--- src/rtl/lamp_mode_scheduler.sv ---
// Turn/hazard lamp sequencer: synchronized switch inputs select a mode, and a
// prescaler steps a 4-phase lamp pattern. Mode changes land on sequence boundaries.
module lamp_mode_scheduler #(
  parameter int TICK_DIV = 250000
) (
  input  logic       clk,
  input  logic       rst,
  input  logic       turn_left,
  input  logic       turn_right,
  input  logic       emergency,
  output logic [1:0] mode,
  output logic [1:0] phase,
  output logic       step,
  output logic       busy
);

  localparam int            CW   = $clog2(TICK_DIV);
  localparam logic [CW-1:0] LAST = CW'(TICK_DIV - 1);

  typedef enum logic [1:0] {
    IDLE   = 2'b00,
    LEFT   = 2'b01,
    RIGHT  = 2'b10,
    HAZARD = 2'b11
  } state_t;

  // bit order: {emergency, right, left}
  logic [2:0]    sync1, sync2;
  state_t        req;
  state_t        state, state_nxt;
  logic [CW-1:0] cnt, cnt_nxt;
  logic [1:0]    phase_q, phase_nxt;
  logic          step_q, step_nxt;
  logic          tick;

  always_ff @(posedge clk or posedge rst) begin
    if (rst) begin
      sync1 <= '0;
      sync2 <= '0;
    end else begin
      sync1 <= {emergency, turn_right, turn_left};
      sync2 <= sync1;
    end
  end

  always_comb begin
    req = IDLE;
    if (sync2[2])                    req = HAZARD;
    else if (sync2[0] && !sync2[1])  req = LEFT;
    else if (sync2[1] && !sync2[0])  req = RIGHT;
  end

  always_ff @(posedge clk or posedge rst) begin
    if (rst) begin
      state   <= IDLE;
      cnt     <= '0;
      phase_q <= '0;
      step_q  <= 1'b0;
    end else begin
      state   <= state_nxt;
      cnt     <= cnt_nxt;
      phase_q <= phase_nxt;
      step_q  <= step_nxt;
    end
  end

  assign tick = (state != IDLE) && (cnt == LAST);

  always_comb begin
    state_nxt = state;
    cnt_nxt   = '0;
    phase_nxt = phase_q;
    if (state == IDLE) begin
      state_nxt = req;
      phase_nxt = '0;
    end else if (req == HAZARD && state != HAZARD) begin
      state_nxt = HAZARD;
      phase_nxt = '0;
    end else if (tick) begin
      phase_nxt = phase_q + 2'd1;
      if (phase_q == 2'd3) state_nxt = req;
    end else begin
      cnt_nxt = cnt + CW'(1);
    end
    // step is registered, so it is raised one edge early to line up with cnt==LAST
    step_nxt = (state_nxt != IDLE) && (cnt_nxt == LAST);
  end

  always_comb begin
    mode  = state;
    phase = phase_q;
    step  = step_q;
    busy  = (state != IDLE);
  end

endmodule

--- config.mk ---
export PLATFORM = sky130hd
export DESIGN_NAME = lamp_mode_scheduler
export DESIGN_NICKNAME = d
export VERILOG_FILES = /design/src/rtl/lamp_mode_scheduler.sv
export SDC_FILE = /design/constraint.sdc
export NUM_CORES = 1
export LEC_CHECK = 0
export CELL_PAD_IN_SITES_DETAIL_PLACEMENT = 1
export CELL_PAD_IN_SITES_GLOBAL_PLACEMENT = 2
export CORE_MARGIN = 8
export CORE_UTILIZATION = 33
export DETAILED_ROUTE_END_ITERATION = 10
export GPL_ROUTABILITY_DRIVEN = 0
export PLACE_DENSITY = 0.84
export SLEW_MARGIN = 5
export SYNTH_ARGS = -nofsm -noshare
export SYNTH_HDL_FRONTEND = slang
export SYNTH_SLANG_ARGS = --single-unit
export TNS_END_PERCENT = 100
--- constraint.sdc ---
create_clock -name clk -period 1.7 [get_ports clk]
set_input_delay 0.17 -clock clk [delete_from_list [all_inputs] [get_ports clk]]
set_output_delay 0.17 -clock clk [all_outputs]
set_load 0.005 [all_outputs]
==> impl_metrics.py <==
metrics = {
    "status": {
        "status": "complete, but fails checks",
        "violations": "negative setup slack",
    },
    "critical_path": {
        "r2r_end": "step",
        "critical_path_class": "reg2reg",
        "crit_path_start_kind": "register",
        "endpoint_kind": "register",
        "cp_max_fo": 2,
        "cp.required_ns": 1.90,
        "rr_startpoint": "cnt[1]",
        "arrival_ns": 2.01,
        "reg2reg_slack_ns": -0.12,
        "rr_worst_depth": 6,
    },
    "logic_synthesis": {
        "synth_flop_cell": "dfrtp_1",
        "syn_area_sq_um": 1470,
        "syn_avg_cell_area_sq_um": 10.3,
        "ys_ff_latch": 29,
        "synth_commonest_cells": "dfrtp_1, nor2_1, xnor2_1, inv_1",
        "yosysTopAreaCell": "dfrtp_1",
        "ys_types": 42,
        "synth_most_common_cell": "dfrtp_1",
        "ys_warn_count": 0,
        "synth_fp_nets": 150,
        "ys_async_sr_fraction": 1.00,
        "synthCells": 143,
        "synth_edf_count": 0,
        "synthTopCellsByArea": "dfrtp_1, xnor2_1, nor2_1",
        "synth_top_area_frac": 0.493,
        "ys_seq_area_frac": 0.493,
    },
    "floorplanning": {
        "fp.dieW_um": 82.8,
        "pin_count": 11,
        "fp-row-count": 24,
        "dieArea_sq_um": 6850,
        "die_y_um": 82.8,
        "start_util": 0.340,
        "coreArea_sq_um": 4320,
    },
    "timing": {
        "fmax_mhz": 551,
        "tightest_slew_ns": 0.383,
        "setup_ws_ns": -0.115,
        "fin_crit_sh": 1.07,
        "rsz0062_at_grt": "yes",
        "setup_viol": 2,
        "hold_viol_final": 0,
        "skew_ns": 0.00615,
        "whs_ns": 0.253,
        "finalCriticalPeriod_ns": 1.82,
        "timing.setup.tns_ns": -0.133,
        "maxSlewViolCount": 0,
        "worst_slew_margin_rel": 0.743,
    },
    "finish": {
        "multi_input_area_sq_um": 802,
        "regArea_sq_um": 733,
        "n_antenna_cell": 0,
        "fill_cells": 485,
        "final_layout_size_suffix_gt1_frac": 0.409,
        "finalNonFillerCells": 255,
        "syn2layout_area_growth_pct": 49.4,
        "final_nets": 209,
        "postLayoutCellArea_sq_um": 2200,
        "final_util": 0.508,
    },
    "placed_design": {
        "portBuffers": 10,
        "place_ws_ns": -0.145,
        "place_area_sq_um": 1850,
        "dpl.hpwl_mm": 2.86,
        "dp.cells": 230,
    },
    "power_and_ir_drop": {
        "intPower_mw": 1.46,
        "p_total_mw": 2.28,
        "clock_power_share": 0.259,
        "p_sw_frac": 0.357,
        "ir_worst_vdd_mv": 0.440,
        "p_comb_frac": 0.339,
        "p_leak_nw": 0.980,
        "power_density_nw_per_um2": 1040,
        "seqPwrFrac": 0.402,
        "switchingPower_mw": 0.813,
    },
    "detailed_routing": {
        "first_pass_iters": 4,
        "drc": 0,
        "via_per_inst": 5.23,
        "antenna_left": 0,
        "drt_iter0_drc": 78,
        "vias": 1334,
        "wl_mm": 4.67,
        "wl_per_cell_um": 18.3,
    },
    "clock_tree": {
        "cts_hold_buffers": 0,
        "cts_max_level": 2,
        "clk_latency_ns": 0.29,
        "cts_tree": "built",
        "cts.sinks": 29,
        "cts_buffer_depth": 2,
        "clock-root-buffer": "clkbuf_8",
        "numCtsBuffers": 5,
        "path_clk_slew_ns": 0.07,
    },
    "global_routing": {
        "grt.total_usage": 0.139,
        "first_global_vias": 1418,
        "grt_max_degree": 30,
        "gr-total-overflow": 0,
        "antenna_found_initial": 0,
        "grt_pass1_wl_mm": 7.08,
    },
    "hold_path": {
        "hold_path_class": "in2async",
    },
    "run": {
        "maxCapViolations": 0,
    },
}
## registers in the layout, summed over array words and instances, names as in the netlist
signal / flops
step: 1
sync1: 3
phase: 2
cnt: 18
sync2: 3
mode: 2
## worst max-delay path, cell delays in order (launching register included)
cell       delay (ns)
dfrtp_1          0.41
buf_6            0.12
nand3_4          0.08
or4b_4           0.50
a21boi_2         0.19
o2111ai_2        0.13
nor4_2           0.29
## what timing repair did
action | CTS | global route
gates resized for setup | 9 | 19
endpoints found under the setup margin | 9 | 11
setup buffers | 7 | 11
pin swaps | 12 | 12
## cell usage in the layout (no fill, tap or decap), types with 2 or more instances in the layout
master            n
xor2_1            6
nor4_2            3
nor2_2            2
clkinvlp_4        3
and4_1            3
nand4_1           4
clkdlybuf4s50_1  10
dfrtp_2           6
clkbuf_8          5
a221o_1           2
nor2_1           21
nand3_1           5
o21bai_1          2
nand2_1           5
inv_1             9
buf_6             4
nor2b_1           2
nor3_1            4
xnor2_1          11
buf_4            41
dfrtp_1          23
a21o_1            2
## power by group through the flow
stage | clock (mW) | combinational, mW | sequential [mW]
final | 0.589 | 0.773 | 0.916
after global routing | 0.640 | 0.838 | 0.925
after CTS | 0.615 | 0.621 | 0.906
after detailed placement | 0 | 0.510 | 0.911
after global placement | 0 | 0.487 | 0.902
after floorplan | 0 | 0.269 | 0.896
## metal layers
metal	GRT usage	part of all wire	vias to the layer above
met5	0	0	-
met4	0.0569	0.023	0
met3	0.0366	0.020	10
met2	0.251	0.54	16
met1	0.150	0.41	691
li1	-	-	617
## worst max-delay path by stage
stage / from / endpoint / slack (ns) / cells after the start
2_1_floorplan: cnt[0] / step / 0.004 / 6
3_3_place_gp: cnt[6] / cnt[15] / -0.02 / 5
3_5_place_dp: cnt[0] / step / -0.14 / 6
4_1_cts: cnt[1] / step / -0.08 / 6
5_1_grt: cnt[1] / step / -0.17 / 6
6_report: cnt[1] / step / -0.12 / 6
## cells by family (layout without fill, tap and decap cells)
group,count (synthesis),after routing,share of synthesized area
AO/OA/AOI/OAI,15,15,0.0842
XOR/XNOR,17,17,0.101
adder cells (fa/ha/maj),3,3,0.0238
buffers and inverters,13,73,0.0366
flip-flops,29,29,0.493
multiplexers,1,1,0.00680
AND/OR/NAND/NOR,65,65,0.254
## layout make-up
class,instances,area share
Clock buffer,5,0.0313
Clock inverter,3,0.0102
Inverter,9,0.0154
Multi-Input combinational cell,101,0.365
Sequential cell,29,0.334
Tap cell,52,0.0296
Timing Repair Buffer,56,0.215
Power figures use the tool's default switching activity.
==> patch 1 (same settings) <==
The parameter `TICK_DIV` goes from 250000 to 500000.
--- a/src/rtl/lamp_mode_scheduler.sv
+++ b/src/rtl/lamp_mode_scheduler.sv
@@ -1,7 +1,7 @@
 // Turn/hazard lamp sequencer: synchronized switch inputs select a mode, and a
 // prescaler steps a 4-phase lamp pattern. Mode changes land on sequence boundaries.
 module lamp_mode_scheduler #(
-  parameter int TICK_DIV = 250000
+  parameter int TICK_DIV = 500000
 ) (
   input  logic       clk,
   input  logic       rst,
Function: same outputs for any inputs over 10 cycles, from zero or initial values and one cycle with rst high; that may be too few to reach the edited logic, so the function may still have changed.
==> patch 1 against the original RTL <==
- the flow still finishes with violations (setup timing)
- sequential cell count rose by 1
- non-clock buffer count down 11
- wire length decreased by 3.2%
- clock power grew 5.1%
- cell area shrank 1.4%
- area after synthesis decreased by 2.5%
- worst setup slack worse by 0.42 ns
- sequential share of layout area grew 1.3 points
- count of clock-buffer cells in the layout grew 1
- power shrank 5.6%
- critical endpoint is now mode[1]
- largest cell class unchanged
==> patch 1: results (changes against the original RTL) <==
status finished with violations; failing checks setup timing; count of cell types in the netlist 34 (-19%); clock skew 0.0118 ns (+0.00564 ns); worst hold path type in -> async; sequential area share after synthesis 52.3% (+3.0 points); syn nets 150 (unchanged); vias per inst 5.13 (-2.0%); H-tree levels 2 (unchanged); port bufs 10 (unchanged); CTS root buf clkbuf_8; final net count 198 (-5.3%); fraction of registers with async set/reset 100% (unchanged); Overall Global Routing Usage 13.7% (-0.24 points); clock buffer count from CTS 5 (unchanged); Synth area leaders dfrtp_1 52%, nor2_1 6.8%, xnor2_1 6.1%; met1 Use GR 13.5% (-1.6 points); top flop regs cnt (19), sync1 (3), sync2 (3); first-pass GRT wire length 6800 um (-3.9%); antenna violations before repair 0 (unchanged); initial DRC count 42 (-46%); Max FO, Critical Path 2 (unchanged); antenna-violating nets left 0 (unchanged); Final setup viols 22 (+20); WL per Instance 18.5 um (+1.2%); clk slew on worst S/H paths 0.07 ns (about the same); WP data arrival 2.42 ns (+0.41 ns); most instantiated cells after synthesis 30 x dfrtp_1, 26 x nor2_1, 11 x nand2_1; worst slew pin tran 0.402 ns (+0.0195 ns); Critical Path Start cnt[1]; drt first pass iters 4 (unchanged); Leakage Power 0.921 nW (-6.0%); DP Wirelength 2650 um (-7.3%); largest net degree at the start of global routing 31 (+3.3%); met2 GRT Util 26.0% (+0.87 points); Hold-fix buffers, CTS 0 (unchanged); layout cells sized above 1 36.5% (-4.4 points); Ys Warns 0 (unchanged); worst skew pair latency 0.29 ns (about the same); fill cell count 460 (-5.2%); clock tree buffer depth 2 (unchanged); routing usage on met3 3.39% (-0.27 points); syn_area_per_cell 10.0 sq um (-2.5%); Peak VDD IR 0.000575 V (+31%); Ant. Diodes 0 (unchanged); vias in the first global route 1395 (-1.6%); vias post-DR 1251 (-6.2%); Final WS setup -0.539 ns (-0.424 ns); Placed Cells 230 (unchanged)
-- patch 1: cell count changes after synthesis, moves of 3 or more --
cell / change
nor2_1: +4
nand2_1: +5
nand2b_1: +3
o21ai_0: +3
-- patch 1: path summary, 6_finish.rpt --
kind | endpoint | cells past startpoint
max | mode[1] | 6
min | mode[0] | 3
max reg2reg | mode[1] | 6
min reg2reg | sync2[2] | 0
max in group asynchronous | cnt[7] | 3
min in group clk | sync1[1] | 1
-- patch 1: kinds of logic after synthesis --
logic type	synth area share, %
adder cells (fa/ha/maj)	2.44
XOR/XNOR	11.0
AO/OA/AOI/OAI	4.27
buffers and inverters	3.66
multiplexers	1.39
flip-flops	52.3
AND/OR/NAND/NOR	24.9
-- patch 1: final cells by class --
cell class / instances / share of cell area, %
Clock inverter: 2 / 0.577
Inverter: 7 / 1.21
Timing Repair Buffer: 45 / 19.4
Clock buffer: 6 / 3.81
Sequential cell: 30 / 34.6
Tap cell: 52 / 3.00
Multi-Input combinational cell: 102 / 37.4
-- patch 1: metal layers --
metal  vias to the layer above  part of all wire (%)
met5                         -                     0
met4                         0                   3.7
met3                        13                   2.1
met2                        18                    57
met1                       646                    37
li1                        574                     -
-- patch 1: critical path, cell delays in order, from the launching register on --
cell and delay, ns:
dfrtp_1 0.41, ha_4 0.16, nand2_1 0.04, or4_1 0.50
or4_4 0.44, or2_4 0.25, a221o_1 0.34
-- patch 1: what timing repair did --
action,CTS,global route
buffers inserted,2,2
gates resized for setup,8,39
endpoints found under the setup margin,22,22
pin swaps,4,15
cloned,1,1
-- patch 1: metrics by stage --
stage          setup slack [ns]  setup TNS, ns  area, sq um  hold WS (ns)
3_3_place_gp             -0.488          -8.48         1810         0.333
4_1_cts                  -0.531          -9.49         1980         0.299
2_1_floorplan            -0.589          -7.54         1450         0.201
5_1_grt                  -0.595         -10.82         2170         0.316
3_5_place_dp             -0.588         -10.30         1810         0.336
6_report                 -0.539          -9.54         2170         0.283
-- patch 1: power by group --
| part | total [W] | leakage, nW | internal, W | switching, W |
|---|---|---|---|---|
| clock network | 0.000619 | 0.0472 | 0.000325 | 0.000294 |
| registers | 0.000863 | 0.380 | 0.000802 | 0.0000605 |
| logic | 0.000668 | 0.494 | 0.000332 | 0.000336 |
| total | 0.00215 | 0.921 | 0.00146 | 0.000690 |
==> patch 2 (same flow settings) <==
Made on the original files. Reset style: synchronous (`rst`), changed in 2 clocked blocks.
--- a/src/rtl/lamp_mode_scheduler.sv
+++ b/src/rtl/lamp_mode_scheduler.sv
@@ -33,7 +33,7 @@
   logic          step_q, step_nxt;
   logic          tick;
 
-  always_ff @(posedge clk or posedge rst) begin
+  always_ff @(posedge clk) begin
     if (rst) begin
       sync1 <= '0;
       sync2 <= '0;
@@ -50,7 +50,7 @@
     else if (sync2[1] && !sync2[0])  req = RIGHT;
   end
 
-  always_ff @(posedge clk or posedge rst) begin
+  always_ff @(posedge clk) begin
     if (rst) begin
       state   <= IDLE;
       cnt     <= '0;
Check against the original RTL: differs if rst is asserted again (counterexample within 4 cycles, from zero or initial values and one cycle with rst high); with rst held inactive, the same outputs for 10 cycles.
==> patch 2 against the original RTL <==
- the run still ends with setup timing left
- wire length decreased by 17%
- worst setup slack better by 0.055 ns
- global-route usage shrank 2.1 points
- area after synthesis rose by 2.3%
- sequential cell count is the same
- cell area is 12% lower
- clock skew fell by 0.0018 ns
- critical path type unchanged
- critical endpoint is now step
Power is not compared: it rests on default switching activity, and its combinational part moved more than twofold at a synthesized area within 25%.
==> patch 2: results (changes against the original RTL) <==
status finished with violations; failing checks setup timing; clock skew 0.00435 ns (-0.00179 ns); worst hold path type in -> reg; first-pass GRT wire length 6890 um (-2.7%); multi-input gate share of total cell area 44.9% (+8.4 points); largest net degree at the start of global routing 18 (-40%); Inverters, non-clock 4 (-5); DP Wirelength 3050 um (+6.7%); top flop regs cnt (18), sync1 (3), sync2 (3); vias in the first global route 1489 (+5.0%); H-tree levels 2 (unchanged); CTS root buf clkbuf_8; WP data arrival 1.97 ns (-0.04 ns); Placed Cells 242 (+5.2%); port bufs 10 (unchanged); clk tree area frac 4.73% (+0.57 points); FFs & Latches 29 (unchanged); vias per inst 5.23 (about the same); Final WS setup -0.0601 ns (+0.0549 ns); Overall Global Routing Usage 11.8% (-2.1 points); Synth area leaders dfxtp_1 39%, xnor2_1 6.4%, nor2_1 5.7%; Non-Filler Instances 251 (-1.6%); comb_multi_in 122 (+21%); count of cell types in the netlist 46 (+9.5%); setup TNS -0.0601 ns (+0.0731 ns); Worst Hold Slack 0.441 ns (+0.188 ns); Gate Count Post-Synth 167 (+17%); Final setup viols 1 (-1); DP Area 1810 sq um (-2.1%); FF/Latch Area 586 sq um (-20%); sequential area share after synthesis 38.6% (-11 points); WL per Instance 15.5 um (-16%); Slew Viols, Final 0 (unchanged); Non-Clock Buffer Area Fraction 15.9% (-5.6 points); Worst slew margin 74.8% (+0.59 points); Internal Pwr Total just over 0.001 W; layout cells sized above 1 27.6% (-13 points); initial DRC count 66 (-15%); Max FO, Critical Path 4 (+2); pre-CTS WS -0.115 ns (+0.0301 ns); Signal buffers 36 (-36%); most instantiated cells after synthesis 29 x dfxtp_1, 23 x nor2_1, 11 x xnor2_1; fraction of registers with async set/reset 0% (-100 points); Ant. Diodes 0 (unchanged); clock tree buffer depth 2 (unchanged); final net count 205 (-1.9%); fill cell count 499 (+2.9%)
[patch 2: cell types whose count changed after synthesis, sizes merged, moves of 4 or more]
cell    unedited run  this run
nand3b             1         5
dfrtp             29         0
dfxtp              0        29
buf                2        10
o21ai              0         5
nor2b              2         6
inv                9         4
[patch 2: final timing paths]
| path | start | end | cells after the start |
|---|---|---|---|
| worst max register to register | cnt[1] | step | 6 |
| worst min-delay path | emergency | sync1[2] | 2 |
| worst max-delay path | cnt[1] | step | 6 |
| worst min register to register | sync1[1] | sync2[1] | 1 |
[patch 2: stage by stage]
stage          util (%)  total power (W)
6_report           44.1          0.00136
5_1_grt            44.1          0.00142
4_1_cts            43.7          0.00138
3_5_place_dp       41.3         0.000799
3_3_place_gp       41.3         0.000794
2_1_floorplan         -         0.000755
[patch 2: worst max-delay path: stages (launching register included)]
cell and delay (ns):
dfxtp_2 0.34, ha_4 0.18, nand3_4 0.10, nor2_2 0.05, or4b_1 0.48, a2111o_1 0.39
nor3_2 0.15
[patch 2: cells by family (layout without fill, tap and decap cells)]
family / Yosys count / after routing / synth area share, %
AOI/OAI and AO/OA: 14 / 14 / 6.15
xor gates and xnor gates: 17 / 17 / 9.89
and+or+nand+nor: 85 / 85 / 34.5
muxes: 3 / 3 / 2.08
adders and majority gates: 3 / 3 / 2.33
DFF: 29 / 29 / 38.6
buffers and inverters: 16 / 48 / 6.48
[patch 2: timing repair]
item	CTS	global route
hold endpoints to repair	0	0
resized for setup	3	6
setup endpoints to repair	20	22
setup buffers	0	1
pin swaps	1	1
[patch 2: layer usage]
metal / GRT usage, % / up-vias / share of wire [%]
met4: 5.18 / 0 / 2.3
met3: 4.00 / 10 / 3.3
met2: 20.9 / 20 / 50
met5: 0 / - / 0
li1: - / 642 / -
met1: 12.4 / 640 / 44
